--- config.mk ---
export PLATFORM = sky130hd
export DESIGN_NAME = serial_add_arbiter_flat
export DESIGN_NICKNAME = d
export VERILOG_FILES = /design/src/rtl/serial_add_arbiter_pkg.sv /design/src/rtl/serial_add_arbiter_if.sv /design/src/rtl/serial_add_arbiter_fulladder.sv /design/src/rtl/serial_add_arbiter.sv /design/src/flat_wrapper.sv
export SDC_FILE = /design/constraint.sdc
export NUM_CORES = 1
export LEC_CHECK = 0
export ABC_AREA = 1
export CAP_MARGIN = 0
export CELL_PAD_IN_SITES_DETAIL_PLACEMENT = 1
export CELL_PAD_IN_SITES_GLOBAL_PLACEMENT = 2
export CORE_UTILIZATION = 29
export CTS_CLUSTER_SIZE = 40
export DETAILED_ROUTE_END_ITERATION = 16
export GPL_TIMING_DRIVEN = 0
export PLACE_DENSITY_LB_ADDON = 0.3
export SETUP_SLACK_MARGIN = 0.2
export SLEW_MARGIN = 40
export SYNTH_ARGS = -nofsm -noshare
export SYNTH_HDL_FRONTEND = slang
export SYNTH_SLANG_ARGS = --single-unit
--- constraint.sdc ---
create_clock -name clk -period 2.1 [get_ports clk]
set_input_delay 0.315 -clock clk [delete_from_list [all_inputs] [get_ports clk]]
set_output_delay 0.315 -clock clk [all_outputs]
set_load 0.03 [all_outputs]
--- src/rtl/serial_add_arbiter_pkg.sv ---
// rtl/serial_add_arbiter_pkg.sv - shared types and helpers for the serial add arbiter
package serial_add_pkg;

  typedef enum logic [1:0] {
    S_IDLE  = 2'd0,
    S_SHIFT = 2'd1,
    S_RESP  = 2'd2
  } state_e;

  // Bit-counter width: enough to count 0..w-1, never narrower than one bit.
  function automatic int cnt_w(input int w);
    return (w > 1) ? $clog2(w) : 1;
  endfunction

  // Requester-ID width for n requesters.
  function automatic int id_w(input int n);
    return (n > 1) ? $clog2(n) : 1;
  endfunction

  // Round-robin pick: first asserted bit searching upward from last+1,
  // wrapping modulo nreq. Visiting farthest-first lets the nearest win.
  function automatic logic [1:0] rr_pick(input logic [3:0] valid,
                                         input logic [1:0] last,
                                         input int nreq);
    logic [1:0] pick;
    logic [1:0] idx;
    pick = last;
    for (int k = nreq; k >= 1; k--) begin
      idx = 2'((int'(last) + k) % nreq);
      if (valid[idx]) pick = idx;
    end
    return pick;
  endfunction

endpackage

--- src/rtl/serial_add_arbiter_if.sv ---
// rtl/serial_add_arbiter_if.sv - request/response bundle between clients and the serial adder
interface serial_add_arbiter_if import serial_add_pkg::*; #(
  parameter int WIDTH = 8,
  parameter int NREQ  = 2
);
  localparam int IW = id_w(NREQ);

  logic [NREQ-1:0]       req_valid;
  logic [NREQ-1:0]       req_ready;
  logic [NREQ*WIDTH-1:0] req_a;
  logic [NREQ*WIDTH-1:0] req_b;
  logic [NREQ-1:0]       req_cin;
  logic                  rsp_valid;
  logic                  rsp_ready;
  logic [IW-1:0]         rsp_id;
  logic [WIDTH-1:0]      rsp_sum;
  logic                  rsp_cout;
  logic                  busy;

  // Client side: requesters plus the response consumer.
  modport master (
    output req_valid, req_a, req_b, req_cin, rsp_ready,
    input  req_ready, rsp_valid, rsp_id, rsp_sum, rsp_cout, busy
  );

  // Engine side.
  modport slave (
    input  req_valid, req_a, req_b, req_cin, rsp_ready,
    output req_ready, rsp_valid, rsp_id, rsp_sum, rsp_cout, busy
  );

endinterface

--- src/rtl/serial_add_arbiter_fulladder.sv ---
// rtl/serial_add_arbiter_fulladder.sv - gate-level one-bit full adder cell
module fulladder (
  input  wire a,
  input  wire b,
  input  wire c_in,
  output wire s,
  output wire c_out
);
  wire p;
  wire g;
  wire t;

  xor u_x0 (p, a, b);
  xor u_x1 (s, p, c_in);
  and u_a0 (g, a, b);
  and u_a1 (t, p, c_in);
  or  u_o0 (c_out, g, t);

endmodule

--- src/rtl/serial_add_arbiter.sv ---
// rtl/serial_add_arbiter.sv - round-robin shared bit-serial adder engine
module serial_add_arbiter import serial_add_pkg::*; #(
  parameter int WIDTH = 8,
  parameter int NREQ  = 2
) (
  input logic          clk,
  input logic          rst_n,
  serial_add_arbiter_if.slave bus
);
  localparam int CW = cnt_w(WIDTH);
  localparam int IW = id_w(NREQ);

  localparam logic [1:0] IDLE  = S_IDLE;
  localparam logic [1:0] SHIFT = S_SHIFT;
  localparam logic [1:0] RESP  = S_RESP;

  logic [1:0]       state;
  logic [IW-1:0]    last_grant;
  logic [IW-1:0]    rsp_id_q;
  logic [IW-1:0]    sel;
  logic [1:0]       pick_idx;
  logic             any_valid;
  logic             accept;
  logic [WIDTH-1:0] a_sel;
  logic [WIDTH-1:0] b_sel;
  logic             cin_sel;
  logic [WIDTH-1:0] a_sh;
  logic [WIDTH-1:0] b_sh;
  logic [WIDTH-1:0] sum_sh;
  logic             carry;
  logic [CW-1:0]    cnt;
  logic             last_bit;
  logic             fa_s;
  logic             fa_c;
  logic             rsp_valid_q;
  logic             busy_q;
  logic [NREQ-1:0]  ready;

  // The single shared adder cell; all arithmetic goes through it.
  fulladder u_fa (
    .a     (a_sh[0]),
    .b     (b_sh[0]),
    .c_in  (carry),
    .s     (fa_s),
    .c_out (fa_c)
  );

  // Pick a winner and steer its operands; accept only from IDLE and
  // never while reset is held, so req_ready reads 0 during reset.
  always_comb begin
    pick_idx  = rr_pick(4'(bus.req_valid), 2'(last_grant), NREQ);
    sel       = IW'(pick_idx);
    any_valid = |bus.req_valid;
    accept    = rst_n && (state == IDLE) && any_valid;
    a_sel     = bus.req_a[sel*WIDTH +: WIDTH];
    b_sel     = bus.req_b[sel*WIDTH +: WIDTH];
    cin_sel   = bus.req_cin[sel];
    last_bit  = (cnt == CW'(WIDTH - 1));
  end

  // One-hot accept strobe for the granted requester.
  always_comb begin
    ready = '0;
    if (accept) ready[sel] = 1'b1;
  end

  // Engine FSM: capture, shift one bit per clock, then hold the result.
  always_ff @(posedge clk or negedge rst_n) begin
    if (!rst_n) begin
      state       <= IDLE;
      last_grant  <= IW'(NREQ - 1);
      rsp_id_q    <= '0;
      a_sh        <= '0;
      b_sh        <= '0;
      sum_sh      <= '0;
      carry       <= 1'b0;
      cnt         <= '0;
      rsp_valid_q <= 1'b0;
      busy_q      <= 1'b0;
    end else begin
      case (state)
        IDLE: begin
          if (accept) begin
            a_sh       <= a_sel;
            b_sh       <= b_sel;
            carry      <= cin_sel;
            cnt        <= '0;
            last_grant <= sel;
            busy_q     <= 1'b1;
            state      <= SHIFT;
          end
        end
        SHIFT: begin
          sum_sh <= {fa_s, sum_sh[WIDTH-1:1]};
          a_sh   <= {1'b0, a_sh[WIDTH-1:1]};
          b_sh   <= {1'b0, b_sh[WIDTH-1:1]};
          carry  <= fa_c;
          if (last_bit) begin
            rsp_valid_q <= 1'b1;
            rsp_id_q    <= last_grant;
            state       <= RESP;
          end else begin
            cnt <= cnt + CW'(1);
          end
        end
        RESP: begin
          if (rsp_valid_q && bus.rsp_ready) begin
            rsp_valid_q <= 1'b0;
            busy_q      <= 1'b0;
            state       <= IDLE;
          end
        end
        default: state <= IDLE;
      endcase
    end
  end

  assign bus.req_ready = ready;
  assign bus.rsp_valid = rsp_valid_q;
  assign bus.rsp_id    = rsp_id_q;
  assign bus.rsp_sum   = sum_sh;
  assign bus.rsp_cout  = carry;
  assign bus.busy      = busy_q;

endmodule

--- src/flat_wrapper.sv ---
// flat-port wrapper written by rule: the top's interface ports become plain ports
module serial_add_arbiter_flat import serial_add_pkg::*;
#(
  parameter int WIDTH = 8,
  parameter int NREQ  = 2
)
  (clk, rst_n, bus_req_valid, bus_req_a, bus_req_b, bus_req_cin, bus_rsp_ready, bus_req_ready, bus_rsp_valid, bus_rsp_id, bus_rsp_sum, bus_rsp_cout, bus_busy);
  serial_add_arbiter_if #(.WIDTH(WIDTH), .NREQ(NREQ)) bus_i ();
  input logic clk;
  input logic rst_n;
  input wire logic [$bits(bus_i.req_valid)-1:0] bus_req_valid;
  input wire logic [$bits(bus_i.req_a)-1:0] bus_req_a;
  input wire logic [$bits(bus_i.req_b)-1:0] bus_req_b;
  input wire logic [$bits(bus_i.req_cin)-1:0] bus_req_cin;
  input wire logic [$bits(bus_i.rsp_ready)-1:0] bus_rsp_ready;
  output wire logic [$bits(bus_i.req_ready)-1:0] bus_req_ready;
  output wire logic [$bits(bus_i.rsp_valid)-1:0] bus_rsp_valid;
  output wire logic [$bits(bus_i.rsp_id)-1:0] bus_rsp_id;
  output wire logic [$bits(bus_i.rsp_sum)-1:0] bus_rsp_sum;
  output wire logic [$bits(bus_i.rsp_cout)-1:0] bus_rsp_cout;
  output wire logic [$bits(bus_i.busy)-1:0] bus_busy;
  assign bus_i.req_valid = bus_req_valid;
  assign bus_i.req_a = bus_req_a;
  assign bus_i.req_b = bus_req_b;
  assign bus_i.req_cin = bus_req_cin;
  assign bus_i.rsp_ready = bus_rsp_ready;
  assign bus_req_ready = bus_i.req_ready;
  assign bus_rsp_valid = bus_i.rsp_valid;
  assign bus_rsp_id = bus_i.rsp_id;
  assign bus_rsp_sum = bus_i.rsp_sum;
  assign bus_rsp_cout = bus_i.rsp_cout;
  assign bus_busy = bus_i.busy;
  serial_add_arbiter #(.WIDTH(WIDTH), .NREQ(NREQ)) u_core (.clk(clk), .rst_n(rst_n), .bus(bus_i));
endmodule
==> run_results.csv <==
group,metric,value,unit
floorplanning,core_area,6490,um2
timing,worstMarginPinSlew,0.311,ns
drt,drt_iter0_drc,58,
logic_synthesis,synth.yosys.seq_area_share,42.6,%
drt,drc,0,
timing,finalClockSkew,0.00400,ns
placement,dp_hpwl,3.54,mm
floorplanning,ioPinCount,53,
drt,drt_wl_total,4.84,mm
final_layout,diodes,0,
critical_path,crit_path_end,"bus_req_ready[1]",
power_and_ir_drop,p_per_area,1260,nW/um2
run_status,status,"finished clean",
timing,worst_hold_slack,0.486,ns
clock_network,htreeDepth,2,
placement,placed_area,2610,um2
critical_path,critPathRequiredTime,1.78,ns
logic_synthesis,synth_cell_types,24,
drt,ant_nets,0,
floorplanning,die_h,85.0,um
final_layout,fillers,796,
clock_network,clockRootBuffer,"clkbuf_8",
logic_synthesis,syn_avg_cell_area,7.97,um2
critical_path,critPathArrivalTime,1.51,ns
final_layout,syn2layout_area_growth,39.9,%
timing,maxSlewViolCount,0,
critical_path,critical_path.top_delay_family,"flip-flops",
critical_path,end_kind,"output port",
logic_synthesis,synth_area,2000,um2
power_and_ir_drop,ir_worst_vdd,0.000340,V
global_route,grt_pass1_wl,8.35,mm
logic_synthesis,synth_cells,251,
final_layout,final_cells,395,
drt,num_vias,1768,
logic_synthesis,synth_nets,293,
logic_synthesis,yosysWarnings,0,
logic_synthesis,ys_seq_elements,34,
clock_network,clock-sinks,34,
drt,route.detailed.vias_per_inst,4.48,
final_layout,design_area,2800,um2
critical_path,cp_max_fo,10,
critical_path,slowest_stage,"dfstp_2",
critical_path,reg2reg_from,"u_core.cnt[0]",
critical_path,startpoint_type,"flip-flop",
timing,fin_crit,1.82,ns
floorplanning,num_rows,29,
clock_network,clk_pin_slew,0.07,ns
floorplanning,die_x,85.0,um
clock_network,cts_tree,"done",
global_route,antenna_found_initial,0,
final_layout,final_core_util,43.1,%
global_route,grt_pass1_vias,1814,
timing,finalCritPeriodShare,86.8,%
job,max-cap-violations,0,
clock_network,clockBufferDepth,2,
critical_path,crit_start,"u_core.last_grant",
critical_path,path_buf_inv,4,
critical_path,path_class,"flip-flop to output port",
timing,setup_viol,0,
logic_synthesis,synth.area.top_cells,"dfrtp_1 (41%), nand2_1 (14%), nand3_2 (9.5%)",
final_layout,final_cell_mix,"nand2_1 (74), clkdlybuf4s50_1 (49), inv_1 (43)",
clock_network,clk_latency,0.29,ns
final_layout,layout_commonest_cell,"nand2_1",
timing,slew_headroom,79.2,%
timing,max_freq,549,MHz
timing,hold_viol_final,0,
placement,dp.cells,380,
worst_hold_path,hold_class,"primary input to flip-flop",
final_layout,layout-drive-gt1-share,18.9,%
global_route,grt_max_degree,33,
timing,rsz0062_at_grt,"false",
critical_path,cp.depth,7,
global_route,grt_use_total,14.7,%
clock_network,cts_buffers,5,
critical_path,crit_path_cell_trace,"inv_2, nand2_2, nand2_4, buf_8, nand2_1, inv_1, buf_4",
drt,wire_per_inst,12.2,um
final_layout,finalNetCount,359,
critical_path,reg2reg_depth,6,
critical_path,r2r_slack,0.75,ns
power_and_ir_drop,power.total,3.54,mW
final_layout,multi_input_area,873,um2
floorplanning,dieArea,7230,um2
floorplanning,initial_utilization,30.8,%
drt,drt-pass1-iter-count,4,
placement,io_buffers,52,
logic_synthesis,yosys.area.top_type_share,41.3,%
power_and_ir_drop,p_leak,1.45,nW
logic_synthesis,synth_top_area_cell,"dfrtp_1",
placement,place.gp.congestion,0.705,
critical_path,cpPeakStageDelay,0.57,ns
worst_hold_path,hold_start,"rst_n",
global_route,overflow,0,
final_layout,seqCellArea,852,um2
critical_path,rr_endpoint,"u_core.cnt[1]",
[routing by layer]
layer	global-route usage, %	share of wire [%]	up-vias	routed length [um]
met3	3.02	3.7	4	177
li1	-	-	905	-
met2	23.5	46	38	2240
met4	5.08	1.1	0	51
met5	0	0	-	0
met1	19.9	49	821	2370
[power breakdown]
group	switching, mW	internal [mW]	leakage, nW
Clock	0.244	0.331	0.0575
Sequential	0.182	0.955	0.424
Combinational	1.06	0.765	0.973
Total	1.48	2.05	1.45
[Yosys cell counts]
cell type / number
a21oi_1: 1
nand3_2: 19
buf_6: 4
nand2_1: 75
nand2_2: 4
buf_12: 1
nor2_8: 1
inv_4: 1
nand4_1: 2
fa_1: 1
o21ai_1: 4
nor3_1: 1
buf_4: 2
ha_1: 2
nor2_1: 5
dfstp_2: 1
dfrtp_1: 33
inv_1: 43
nand2_4: 4
buf_2: 2
o21bai_1: 1
nand3_1: 31
o21ai_0: 8
inv_2: 5
[cells by family after synthesis]
kind of cell    count (synthesis)  share of synthesized area, %
compound gates                 14                          3.63
fa+ha+maj                       3                          2.25
buf+inv                        58                          13.8
flops                          34                          42.6
simple gates                  142                          37.7
[flip-flops by register name (all words and copies together), names as in the netlist]
name and flops:
u_core.a_sh 8, u_core.b_sh 8, u_core.bus.busy 1, u_core.bus.rsp_cout 1, u_core.bus.rsp_id 1, u_core.bus.rsp_sum 8, u_core.bus.rsp_valid 1, u_core.cnt 3
u_core.last_grant 1, u_core.state 2
[how the worst min path moves through the flow]
stage / endpoint / slack [ns] / depth (start not counted)
floorplan: u_core.a_sh[0] / 0.02 / 0
global placement: u_core.cnt[1] / 0.46 / 2
detailed placement: u_core.cnt[2] / 0.31 / 1
CTS: u_core.last_grant / 0.49 / 5
global route: u_core.b_sh[5] / 0.52 / 2
finish: u_core.last_grant / 0.49 / 5
[cell type report]
class | instances | share of cell area (%)
Multi-Input combinational cell | 159 | 31.2
Sequential cell | 34 | 30.5
Timing Repair Buffer | 59 | 20.9
Inverter | 49 | 6.66
Clock buffer | 8 | 3.94
Tap cell | 77 | 3.44
Buffer | 9 | 3.35
[metrics by stage]
stage	TNS, ns	setup slack (ns)
2_1_floorplan	0	0.496
3_3_place_gp	-26.64	-1.61
3_5_place_dp	-0.593	-0.297
4_1_cts	0	0.197
5_1_grt	0	0.204
6_report	0	0.277
[repair_timing]
action / 4_1_cts / 5_1_grt
setup endpoints to repair: 2 / 2
pin swaps: 0 / 2
buffers inserted: 0 / 3
gates resized for setup: 12 / 2
hold buffers: 4 / 0
endpoints found under the hold margin: 33 / 0
[worst register-to-register path: cells and delay by family (launching register included)]
family | cells | cell delay [ns]
fa+ha+maj | 2 | 0.44
simple gates | 4 | 0.40
flops | 1 | 0.40
(Power assumes the default switching activity.)
==> RTL change 1: new RTL, config.mk and constraints unchanged <==
`NREQ` is set to 2 in 3 places; all go to 4.
--- a/src/rtl/serial_add_arbiter_if.sv
+++ b/src/rtl/serial_add_arbiter_if.sv
@@ -1,7 +1,7 @@
 // rtl/serial_add_arbiter_if.sv - request/response bundle between clients and the serial adder
 interface serial_add_arbiter_if import serial_add_pkg::*; #(
   parameter int WIDTH = 8,
-  parameter int NREQ  = 2
+  parameter int NREQ  = 4
 );
   localparam int IW = id_w(NREQ);
 
--- a/src/rtl/serial_add_arbiter.sv
+++ b/src/rtl/serial_add_arbiter.sv
@@ -1,7 +1,7 @@
 // rtl/serial_add_arbiter.sv - round-robin shared bit-serial adder engine
 module serial_add_arbiter import serial_add_pkg::*; #(
   parameter int WIDTH = 8,
-  parameter int NREQ  = 2
+  parameter int NREQ  = 4
 ) (
   input logic          clk,
   input logic          rst_n,
--- a/src/flat_wrapper.sv
+++ b/src/flat_wrapper.sv
@@ -2,7 +2,7 @@
 module serial_add_arbiter_flat import serial_add_pkg::*;
 #(
   parameter int WIDTH = 8,
-  parameter int NREQ  = 2
+  parameter int NREQ  = 4
 )
   (clk, rst_n, bus_req_valid, bus_req_a, bus_req_b, bus_req_cin, bus_rsp_ready, bus_req_ready, bus_rsp_valid, bus_rsp_id, bus_rsp_sum, bus_rsp_cout, bus_busy);
   serial_add_arbiter_if #(.WIDTH(WIDTH), .NREQ(NREQ)) bus_i ();
Interface: changed (6 resized); port bits go from 53 to 92. The function was not compared with the original's and may differ.
==> RTL change 1 against the unedited design <==
The flow now finishes with violations (setup timing); sequential cell count increased by 2; die area up 30%; design area rose by 61%; worst setup slack worse by 0.56 ns; final cell count rose by 64%; routed wire length is 110% higher; core utilization is 8.7 points higher; power rose by 140%; hold slack got worse by 0.48 ns; highest routed layer unchanged; first-iteration DRC count increased by 100%; synthesized area rose by 31%; count of clock-buffer cells in the layout down 2; register-to-register slack worse by 0.95 ns.
==> RTL change 1: results (changes against the unedited design) <==
post-place setup slack=-0.829 ns (-0.532 ns); IO buf count=91 (+75%); Worst VDD drop=0.744 mV (+120%); Nets=622 (+73%); vias in the first global route=3326 (+83%); Seq/Total Area, Yosys=0.344 (-0.0817); HPWL Detailed=6910 um (+95%); GP Congestion=0.761 (+8.0%); Hold Path Class=primary input to asynchronous set/reset pin; setup tns final=-3.53 ns (-3.53 ns); clock skew=0.00574 ns (+0.00174 ns); vias=3129 (+77%); Syn Area/Cell=6.37 um^2 (-20%); dpl cells=611 (+61%); pin count of the biggest net entering global routing=28 (-15%); CP endpoint=bus_req_ready[1]; Iter 0 DRT Violations=118 (+100%); Slew Limit Headroom=0.659 (-0.132); GRT Overall Usage=0.212 (+0.0651); ys async rst share=1.00 (unchanged); Netlist cell types=27 (+13%); share of layout cells above drive strength 1=0.254 (+0.0650); synth top area cells=dfrtp_1 (32%), nand2_1 (27%), nand3_1 (10%), nor2_1 (6.0%), ha_1 (2.9%); hold slack=0.00969 ns (-0.477 ns); Leak=2.25 nW (+55%); Layout Cells excl Fill=648 (+64%); Crit Path Max Fanout=5 (-5); syn_nets=494 (+69%); top post-synthesis cells by count=nand2_1 (191), nand3_1 (54), nor2_1 (42), dfrtp_1 (34), inv_1 (17); setup violators final=21 (+21); Post-Route WL=9930 um (+110%); reg-to-reg slack, setup=-0.20 ns (-0.95 ns); placed inst area=3700 um^2 (+42%); violated checks=setup timing; status=finished with violations; total number of yosys warnings=0 (unchanged); WP data arrival=2.07 ns (+0.56 ns); Critical R2R Capture=u_core.bus.rsp_cout$_DFFE_PN0P_; Pre-antenna DRT Iters=4 (unchanged); first-pass GRT wire length=16300 um (+95%); final setup margin=-0.284 ns (-0.562 ns); Worst path top cell family by delay=simple AND/OR/NAND/NOR gates; worst reg-to-reg path cell count=17 (+11)
-- RTL change 1: cell types whose count changed after synthesis, moves of 7 or more --
cell,change
nand2_1,+116
nor2_1,+37
inv_1,-26
nand3_1,+23
nand3_2,-19
clkbuf_1,+7
-- RTL change 1: power by group --
group	total [mW]	internal, mW	leakage, nW	switching [mW]
Sequential	1.20	1.01	0.449	0.187
Combinational	6.82	2.89	1.76	3.93
Clock	0.467	0.226	0.0410	0.242
Total	8.49	4.13	2.25	4.36
-- RTL change 1: area by class of cell --
type / count / area, um^2
Tap cell: 108 / 135
Multi-Input combinational cell: 331 / 1820
Timing Repair Buffer: 121 / 1280
Sequential cell: 36 / 903
Clock buffer: 6 / 72.6
Buffer: 22 / 195
Fill cell: 1094 / 4210
Clock inverter: 1 / 5.00
Inverter: 23 / 96.3
-- RTL change 1: metal layers --
| metal | part of all wire | routed length, um | GRT usage |
|---|---|---|---|
| met2 | 0.49 | 4820 | 0.360 |
| met1 | 0.46 | 4590 | 0.290 |
| met3 | 0.043 | 428 | 0.0295 |
| met4 | 0.0090 | 89 | 0.0390 |
| met5 | 0 | 0 | 0 |
-- RTL change 1: cells by family after synthesis --
logic type               Yosys count  share of synthesized area
buffers and inverters             45                     0.0830
adder cells (fa/ha/maj)            7                     0.0363
AO/OA/AOI/OAI                     16                     0.0415
flip-flops                        36                      0.344
AND/OR/NAND/NOR                  308                      0.495
-- RTL change 1: repair_timing --
item,in CTS,in global routing
cloned,5,0
resized for setup,97,45
setup endpoints to repair,23,21
hold buffers,3,0
pin swaps,29,27
setup buffers,20,2
hold endpoints to repair,1,0
==> RTL change 2: new RTL, same settings <==
Without the edit above. Make the reset (`rst_n`) synchronous in one clocked block.
--- a/src/rtl/serial_add_arbiter.sv
+++ b/src/rtl/serial_add_arbiter.sv
@@ -65,7 +65,7 @@
   end
 
   // Engine FSM: capture, shift one bit per clock, then hold the result.
-  always_ff @(posedge clk or negedge rst_n) begin
+  always_ff @(posedge clk) begin
     if (!rst_n) begin
       state       <= IDLE;
       last_grant  <= IW'(NREQ - 1);
Function: differs if rst_n is asserted again (counterexample within 4 cycles, from zero or initial values and one cycle with rst_n low); with rst_n held inactive, the same outputs for 10 cycles.
==> RTL change 2 against the unedited design <==
Fmax up 1.5%; design area down 11%; non-clock buffer count up 1; worst setup slack better by 0.027 ns; routed wire length up 2.3%; sequential cell count unchanged; synthesized area down 13%; first-iteration DRC count up 50%; hold slack worse by 0.016 ns; via count up 3.4%; largest cell class unchanged.
Power is not compared: it rests on default switching activity, and its combinational part moved more than twofold at a synthesized area within 25%.
==> RTL change 2: results (changes against the unedited design) <==
RR Startpoint=u_core.cnt[0]$_SDFFE_PN0P_; Main synth FF type=dfxtp_1; Layout Cells excl Fill=390 (-1.3%); Seq/Total Area, Yosys=0.392 (-0.0337); GP Congestion=0.761 (+8.0%); HPWL Detailed=3600 um (+1.8%); post-place setup slack=-0.349 ns (-0.0520 ns); Syn Area/Cell=6.77 um^2 (-15%); status=finished, final reports clean; Hold Path Class=register to register; Netlist cell types=19 (-21%); Worst Hold Path EP=u_core.b_sh[5]$_SDFFE_PN0P_; share of layout cells above drive strength 1=0.129 (-0.0597); hold-critical path depth=2 (-3); Iter 0 DRT Violations=87 (+50%); synth top area cells=dfxtp_1 (39%), nand2_1 (17%), nor2_1 (8.9%), a21oi_1 (7.8%), nand3_1 (5.2%); WP data arrival=1.48 ns (-0.03 ns); Hold Startpoint=u_core.b_sh[5]$_SDFFE_PN0P_; vias in the first global route=1726 (-4.9%); hold slack=0.470 ns (-0.0164 ns); WL per Instance=12.7 um (+3.6%); M2 GR Usage=0.266 (+0.0318); syn_nets=298 (+1.7%); placed inst area=2340 um^2 (-10%); clock skew=0.00326 ns (-0.000746 ns); first-pass GRT wire length=8300 um (-0.59%)
[RTL change 2: changes by cell type after synthesis, sizes merged]
cell / change
nand2: -1
clkbuf: +3
nor3: -1
dfrtp: -33
o21ai: +2
nand3: -31
nand4: -1
dfxtp: +34
buf: +3
nor2: +35
dfstp: -1
o21bai: -1
inv: -39
a21oi: +36
[RTL change 2: what timing repair did]
| item | CTS | global route |
|---|---|---|
| setup buffers | 0 | 2 |
| setup endpoints to repair | 2 | 2 |
| pin swaps | 0 | 1 |
| gates cloned | 0 | 0 |
| resized for setup | 15 | 8 |
[RTL change 2: logic make-up (layout without fill, tap and decap cells)]
family | after synthesis | after routing | share of synthesized area
AOI/OAI and AO/OA | 51 | 51 | 0.173
buffers and inverters | 25 | 87 | 0.0779
DFF | 34 | 34 | 0.392
and+or+nand+nor | 143 | 143 | 0.330
adders and majority gates | 3 | 3 | 0.0260
[RTL change 2: cell type report]
cell class,instances,area share
flip-flops and latches,34,0.275
repair buffers,54,0.215
well taps,72,0.0364
clock buffers,7,0.0348
inverters,10,0.0152
multi-input cells,197,0.379
plain buffers,15,0.0429
clock inverters,1,0.00202
[RTL change 2: worst max path at each step]
stage,slack (ns),end,startpoint
final,0.30,bus_req_ready[0],bus_req_valid[0]
after global routing,0.21,bus_req_ready[0],bus_req_valid[0]
after CTS,0.21,bus_req_ready[0],bus_req_valid[0]
after detailed placement,-0.35,bus_req_ready[1],bus_req_valid[1]
after global placement,-0.35,bus_req_ready[1],bus_req_valid[1]
after floorplan,0.60,bus_req_ready[0],u_core.last_grant$_SDFFE_PN1P_
[RTL change 2: critical path, stage by stage]
cell             delay [ns]
clkdlybuf4s50_1        0.48
inv_1                  0.06
nand2_1                0.07
nand3_2                0.08
buf_4                  0.19
nor2_1                 0.09
clkbuf_4               0.19
